### src/rtl/pe_pkg.sv
// Shared state encoding, opcodes and PE regfile address constants for pe_seq.
package pe_pkg;

  typedef enum logic [2:0] {
    IDLE = 3'd0,
    LOAD = 3'd1,
    DOT  = 3'd2,
    FIN  = 3'd3,
    CAP  = 3'd4,
    RESP = 3'd5
  } state_t;

  localparam logic OP_LOAD = 1'b0;
  localparam logic OP_DOT  = 1'b1;

  // Regfile entry 0 is the PE accumulator; weights start at entry 1.
  localparam int ACC_ADDR = 0;
  localparam int WGT_BASE = 1;

endpackage

### src/rtl/pe_seq.sv
// Command-driven sequencer feeding one PE: LOAD writes weights, DOT streams MACs and returns the sum.
// Optional build macro PE_SEQ_PERF_EN adds saturating perf_busy / perf_stall counters.
module pe_seq
  import pe_pkg::*;
#(
  parameter int IN_PRECISION  = 16,
  parameter int OUT_PRECISION = 16,
  parameter int REG_SIZE      = 4,
  parameter int LEN_W         = 8
) (
  input  logic                     clk,
  input  logic                     rst_n,
  input  logic                     cmd_valid,
  output logic                     cmd_ready,
  input  logic                     cmd_op,
  input  logic                     cmd_reuse,
  input  logic [LEN_W-1:0]         cmd_len,
  input  logic                     dat_valid,
  output logic                     dat_ready,
  input  logic [IN_PRECISION-1:0]  dat_act,
  input  logic [IN_PRECISION-1:0]  dat_wgt,
  output logic [IN_PRECISION-1:0]  pe_act,
  output logic [IN_PRECISION-1:0]  pe_wgt,
  output logic                     pe_store,
  output logic                     pe_reuse,
  output logic [REG_SIZE-1:0]      pe_addr,
  output logic                     pe_finish,
  input  logic [OUT_PRECISION-1:0] pe_out,
  output logic                     res_valid,
  input  logic                     res_ready,
  output logic [OUT_PRECISION-1:0] res_data,
  output state_t                   dbg_state
`ifdef PE_SEQ_PERF_EN
  ,
  output logic [31:0]              perf_busy,
  output logic [31:0]              perf_stall
`endif
);

  // Handshakes: a transfer happens on a rising clk edge where valid and ready are both high;
  // a producer holds its payload stable while valid is high and ready is low.

  localparam logic [REG_SIZE-1:0] PTR_BASE = REG_SIZE'(WGT_BASE);
  localparam logic [REG_SIZE-1:0] PTR_TOP  = REG_SIZE'(REG_SIZE - 1);
  localparam logic [REG_SIZE-1:0] ACC_A    = REG_SIZE'(ACC_ADDR);

  state_t                   state_q, state_d;
  logic                     reuse_q, reuse_d;
  logic [LEN_W-1:0]         len_q, len_d;
  logic [LEN_W-1:0]         beat_q, beat_d;
  logic [REG_SIZE-1:0]      ptr_q, ptr_d;
  logic [REG_SIZE-1:0]      wcnt_q, wcnt_d;
  logic [OUT_PRECISION-1:0] res_q, res_d;
  logic                     resv_q, resv_d;
  logic                     beat_last;

  assign beat_last = (beat_q == len_q - LEN_W'(1));
  assign res_valid = resv_q;
  assign res_data  = res_q;
  assign dbg_state = state_q;

  always_ff @(posedge clk or negedge rst_n) begin
    if (!rst_n) begin
      state_q <= IDLE;
      reuse_q <= 1'b0;
      len_q   <= '0;
      beat_q  <= '0;
      ptr_q   <= PTR_BASE;
      wcnt_q  <= '0;
      res_q   <= '0;
      resv_q  <= 1'b0;
    end else begin
      state_q <= state_d;
      reuse_q <= reuse_d;
      len_q   <= len_d;
      beat_q  <= beat_d;
      ptr_q   <= ptr_d;
      wcnt_q  <= wcnt_d;
      res_q   <= res_d;
      resv_q  <= resv_d;
    end
  end

  always_comb begin
    state_d   = state_q;
    reuse_d   = reuse_q;
    len_d     = len_q;
    beat_d    = beat_q;
    ptr_d     = ptr_q;
    wcnt_d    = wcnt_q;
    res_d     = res_q;
    resv_d    = resv_q;
    cmd_ready = 1'b0;
    dat_ready = 1'b0;
    pe_act    = '0;
    pe_wgt    = '0;
    pe_store  = 1'b0;
    pe_reuse  = 1'b0;
    pe_addr   = ACC_A;
    pe_finish = 1'b0;

    unique case (state_q)
      IDLE: begin
        // Gated by rst_n so cmd_ready reads 0 for the whole reset window.
        cmd_ready = rst_n;
        if (cmd_valid) begin
          reuse_d = cmd_reuse;
          len_d   = cmd_len;
          beat_d  = '0;
          if (cmd_op == OP_LOAD) begin
            wcnt_d = (cmd_len >= LEN_W'(REG_SIZE - 1)) ? PTR_TOP : REG_SIZE'(cmd_len);
            if (cmd_len != '0) state_d = LOAD;
          end else begin
            state_d = (cmd_len == '0) ? FIN : DOT;
          end
        end
      end
      LOAD: begin
        dat_ready = 1'b1;
        if (dat_valid) begin
          pe_store = 1'b1;
          pe_wgt   = dat_wgt;
          pe_addr  = ptr_q;
          ptr_d    = (ptr_q >= PTR_TOP) ? PTR_BASE : ptr_q + REG_SIZE'(1);
          beat_d   = beat_q + LEN_W'(1);
          if (beat_last) begin
            ptr_d   = PTR_BASE;
            state_d = IDLE;
          end
        end
      end
      DOT: begin
        dat_ready = 1'b1;
        if (dat_valid) begin
          pe_act = dat_act;
          if (reuse_q) begin
            pe_reuse = 1'b1;
            pe_addr  = ptr_q;
            // With no loaded weights (wcnt 0) the compare holds the pointer at the base.
            ptr_d    = (ptr_q >= wcnt_q) ? PTR_BASE : ptr_q + REG_SIZE'(1);
          end else begin
            pe_wgt = dat_wgt;
          end
          beat_d = beat_q + LEN_W'(1);
          if (beat_last) state_d = FIN;
        end
      end
      FIN: begin
        pe_finish = 1'b1;
        state_d   = CAP;
      end
      CAP: begin
        res_d   = pe_out;
        resv_d  = 1'b1;
        state_d = RESP;
      end
      RESP: begin
        if (res_ready) begin
          resv_d  = 1'b0;
          ptr_d   = PTR_BASE;
          state_d = IDLE;
        end
      end
      default: state_d = IDLE;
    endcase
  end

`ifdef PE_SEQ_PERF_EN
  logic stall_cyc;
  assign stall_cyc = ((state_q == LOAD || state_q == DOT) && !dat_valid) ||
                     (state_q == RESP && !res_ready);

  always_ff @(posedge clk or negedge rst_n) begin
    if (!rst_n) begin
      perf_busy  <= '0;
      perf_stall <= '0;
    end else begin
      if (state_q != IDLE && perf_busy != '1) perf_busy <= perf_busy + 32'd1;
      if (stall_cyc && perf_stall != '1) perf_stall <= perf_stall + 32'd1;
    end
  end
`endif

endmodule
### config.mk
export PLATFORM = sky130hd
export DESIGN_NAME = pe_seq
export DESIGN_NICKNAME = d
export VERILOG_FILES = /design/src/rtl/pe_pkg.sv /design/src/rtl/pe_seq.sv
export SDC_FILE = /design/constraint.sdc
export NUM_CORES = 1
export LEC_CHECK = 0
export ABC_AREA = 1
export BUFFER_PORTS_ARGS = -buffer_cell sky130_fd_sc_hd__buf_2
export CORE_UTILIZATION = 45
export CTS_CLUSTER_SIZE = 16
export DETAILED_ROUTE_END_ITERATION = 10
export HOLD_SLACK_MARGIN = 0.05
export PLACE_DENSITY = 0.76
export SETUP_SLACK_MARGIN = 0.05
export SYNTH_ARGS = -nofsm -noshare
export SYNTH_HDL_FRONTEND = slang
export SYNTH_SLANG_ARGS = --single-unit
export TNS_END_PERCENT = 1
### constraint.sdc
create_clock -name clk -period 2.9 [get_ports clk]
set_input_delay 0.145 -clock clk [delete_from_list [all_inputs] [get_ports clk]]
set_output_delay 0.145 -clock clk [all_outputs]
set_load 0.02 [all_outputs]
==> results.cfg <==
[global_routing]
grt_pass1_wl_um = 11000
grt_max_degree = 46
grt_overflow_total = 0
antenna_found_initial = 0
grt_pass1_vias = 2606
track_usage = 0.220

[synth]
ys.flop_type = dfrtp_1
syn-num-nets = 449
synth-async-reset-ratio = 1.00
synth_common_cells = nand2_1 (92), nor2_1 (70), inv_1 (60), dfrtp_1 (44), nand3_1 (21)
ys_warn_count = 0
yosysTopAreaCell = dfrtp_1
syn-cell-area_um2 = 2760
ys_ff_latch = 45
synth_edf_count = 0
synth.area.top_cells = dfrtp_1 (40%), nand2_1 (13%), nor2_1 (9.5%), inv_1 (8.2%), mux2_2 (6.5%)
avgSynthCellArea_um2 = 7.28
ys_types = 37
postSynthCellCount = 379
synth_most_common_cell = nand2_1
yosysSeqAreaShare = 0.409
yosysTopAreaCellShare = 0.399

[placement]
gp_congestion = 0.858
io_buffers = 123
dp_hpwl_um = 5280

[clock_network]
post_cts_resized = 0
clkTransAtPathRegs_ns = 0.09
htree_num_levels = 2
cts-root-buf = clkbuf_8
cts_hold_buf = 1
clk_latency_ns = 0.30
cts_inserted_buffers = 5
numClockSinks = 45
tritoncts = built
cts.path.max_buffers = 2
cts_setup_buffers = 0

[layout]
nNetsFinal = 574
drive_gt1_frac = 0.317
syn_to_final_growth_pct = 28.3
diodes = 0
utilization = 0.597

[flow_run]
cap_violations = 0

[hold_path]
hp-class = input pin to flop

[sta]
worst_pin_slew_ns = 0.740
rsz0062_at_grt = no
drv_slew = 0
final_hold_viol_count = 0
setup_viol = 0
setup_tns_ns = 0
skew_ns = 0.00708
finalCritPeriodShare = 0.733
finalCriticalPeriod_ns = 2.12
max_freq_mhz = 471
slew_headroom = 0.505

[worst_setup_path]
cp-start-kind = flop
worstPathCellList = inv_2, nor2_4, nand2_2, nor2_1, a31oi_2, nor2_1, buf_2
end_kind = primary output
critPathKind = flop to primary output
crit_required_ns = 2.76
slowest_delay_ns = 0.56
crit_top_cell = nor2_1
arrival_ns = 1.98
crit_path_max_fanout = 16
crit_slowest_cell = a31oi_2

[floorplan]
fp.dieH_um = 80.3
die_area_um2 = 6440
pin_count = 124
coreArea_um2 = 5920
num_rows = 28
dieWidth_um = 80.3
start_util = 0.466

[power_and_ir_drop]
swShare = 0.478
seqPwrFrac = 0.321
p_sw_mw = 1.58
intPower_mw = 1.73
p_clk_frac = 0.116
power_frac_comb = 0.563
ir_worst_vdd_uv = 500
p_leak_nw = 2.00
powerDensity_nw_per_um2 = 935

[detailed_routing]
routed-via-count = 2772
drc = 0
wl_met2_um = 3410
top_layer = met4
wl_met1_um = 2870
wirelength_um = 6700
met3_length_um = 363
final_antenna_net_count = 0
routed_via_density = 4.78
drtIter0Drc = 110
wire_per_inst_um = 11.6
drt-pass1-iter-count = 4

[status]
outcome = finished, final reports clean
[cell usage in the layout, fill, tap and decap left out, types with 2 or more instances in the layout]
master and n:
a21oi_1 10, a41oi_1 2, buf_2 123, buf_4 3
clkbuf_1 2, clkbuf_8 5, dfrtp_1 44, ha_1 7
inv_1 60, mux2_2 16, nand2_1 92, nand3_1 21
nand4_1 2, nor2_1 70, nor2_2 2, nor3_1 3
nor4_1 2, o21ai_0 16, o21ai_1 3, xnor2_1 2
xor2_1 2
[registers in the layout, indices dropped and copies added, names as in the netlist]
signal and count:
reuse_q 1, res_data 16, beat_q 8, res_valid 1, wcnt_q 4, len_q 8, dbg_state 3, ptr_q 4
[power groups by stage]
stage / logic, mW / clock network, mW / registers [mW]
after floorplan: 1.20 / 0 / 1.21
after global placement: 1.82 / 0 / 1.06
after detailed placement: 1.86 / 0 / 1.07
after CTS: 1.87 / 0.391 / 1.06
after global routing: 2.08 / 0.421 / 1.10
final: 1.86 / 0.384 / 1.06
[metal layers]
metal / GRT usage / vias up
li1: - / 1432
met1: 0.255 / 1226
met2: 0.415 / 108
met3: 0.0330 / 6
met4: 0.0607 / 0
met5: 0 / -
[final timing paths]
path | from | to | slack, ns | depth (start not counted)
min in group asynchronous | rst_n | wcnt_q[0]$_DFFE_PN0P_ | 0.48 | 3
setup reg to reg | len_q[0]$_DFFE_PN0P_ | dbg_state[1]$_DFFE_PN0P_ | 1.09 | 13
max in group asynchronous | rst_n | res_data[15]$_DFFE_PN0P_ | 2.02 | 3
hold / removal | cmd_len[7] | len_q[7]$_DFFE_PN0P_ | 0.07 | 3
hold reg to reg | res_valid$_DFFE_PN0P_ | res_valid$_DFFE_PN0P_ | 0.51 | 2
setup / recovery | dbg_state[0]$_DFFE_PN0P_ | pe_wgt[12] | 0.78 | 7
[critical path: cells and delay by family (launching register included)]
kind            cells  cell delay (ns)
compound gates      1             0.56
flops               1             0.43
simple gates        4             0.37
buf+inv             2             0.31
[layout make-up]
cell class | count | area [um^2]
clock buffer | 7 | 76.3
clock inverter | 1 | 7.51
fill | 569 | 2380
inverter | 61 | 229
multi-input combinational | 264 | 1360
sequential | 45 | 1130
tap | 75 | 93.8
timing repair buffer | 127 | 648
[stage by stage]
step           worst slack, ns  hold WS [ns]  power (mW)  area (um^2)  std cells
3_5_place_dp              1.05         0.293        2.93         3440        571
6_report                 0.775        0.0678        3.31         3540        580
4_1_cts                  0.721        0.0654        3.32         3540        580
2_1_floorplan            0.946        -0.151        2.42         2760        379
3_3_place_gp              1.09         0.284        2.88         3440        571
5_1_grt                  0.616        0.0567        3.60         3540        580
[cell families after synthesis]
family | share of synthesized area
buffers and inverters | 0.0998
AND/OR/NAND/NOR | 0.301
AO/OA/AOI/OAI | 0.0803
XOR/XNOR | 0.0127
flip-flops | 0.409
multiplexers | 0.0653
adder cells (fa/ha/maj) | 0.0318
No activity file was read; power rests on OpenSTA's default activity.
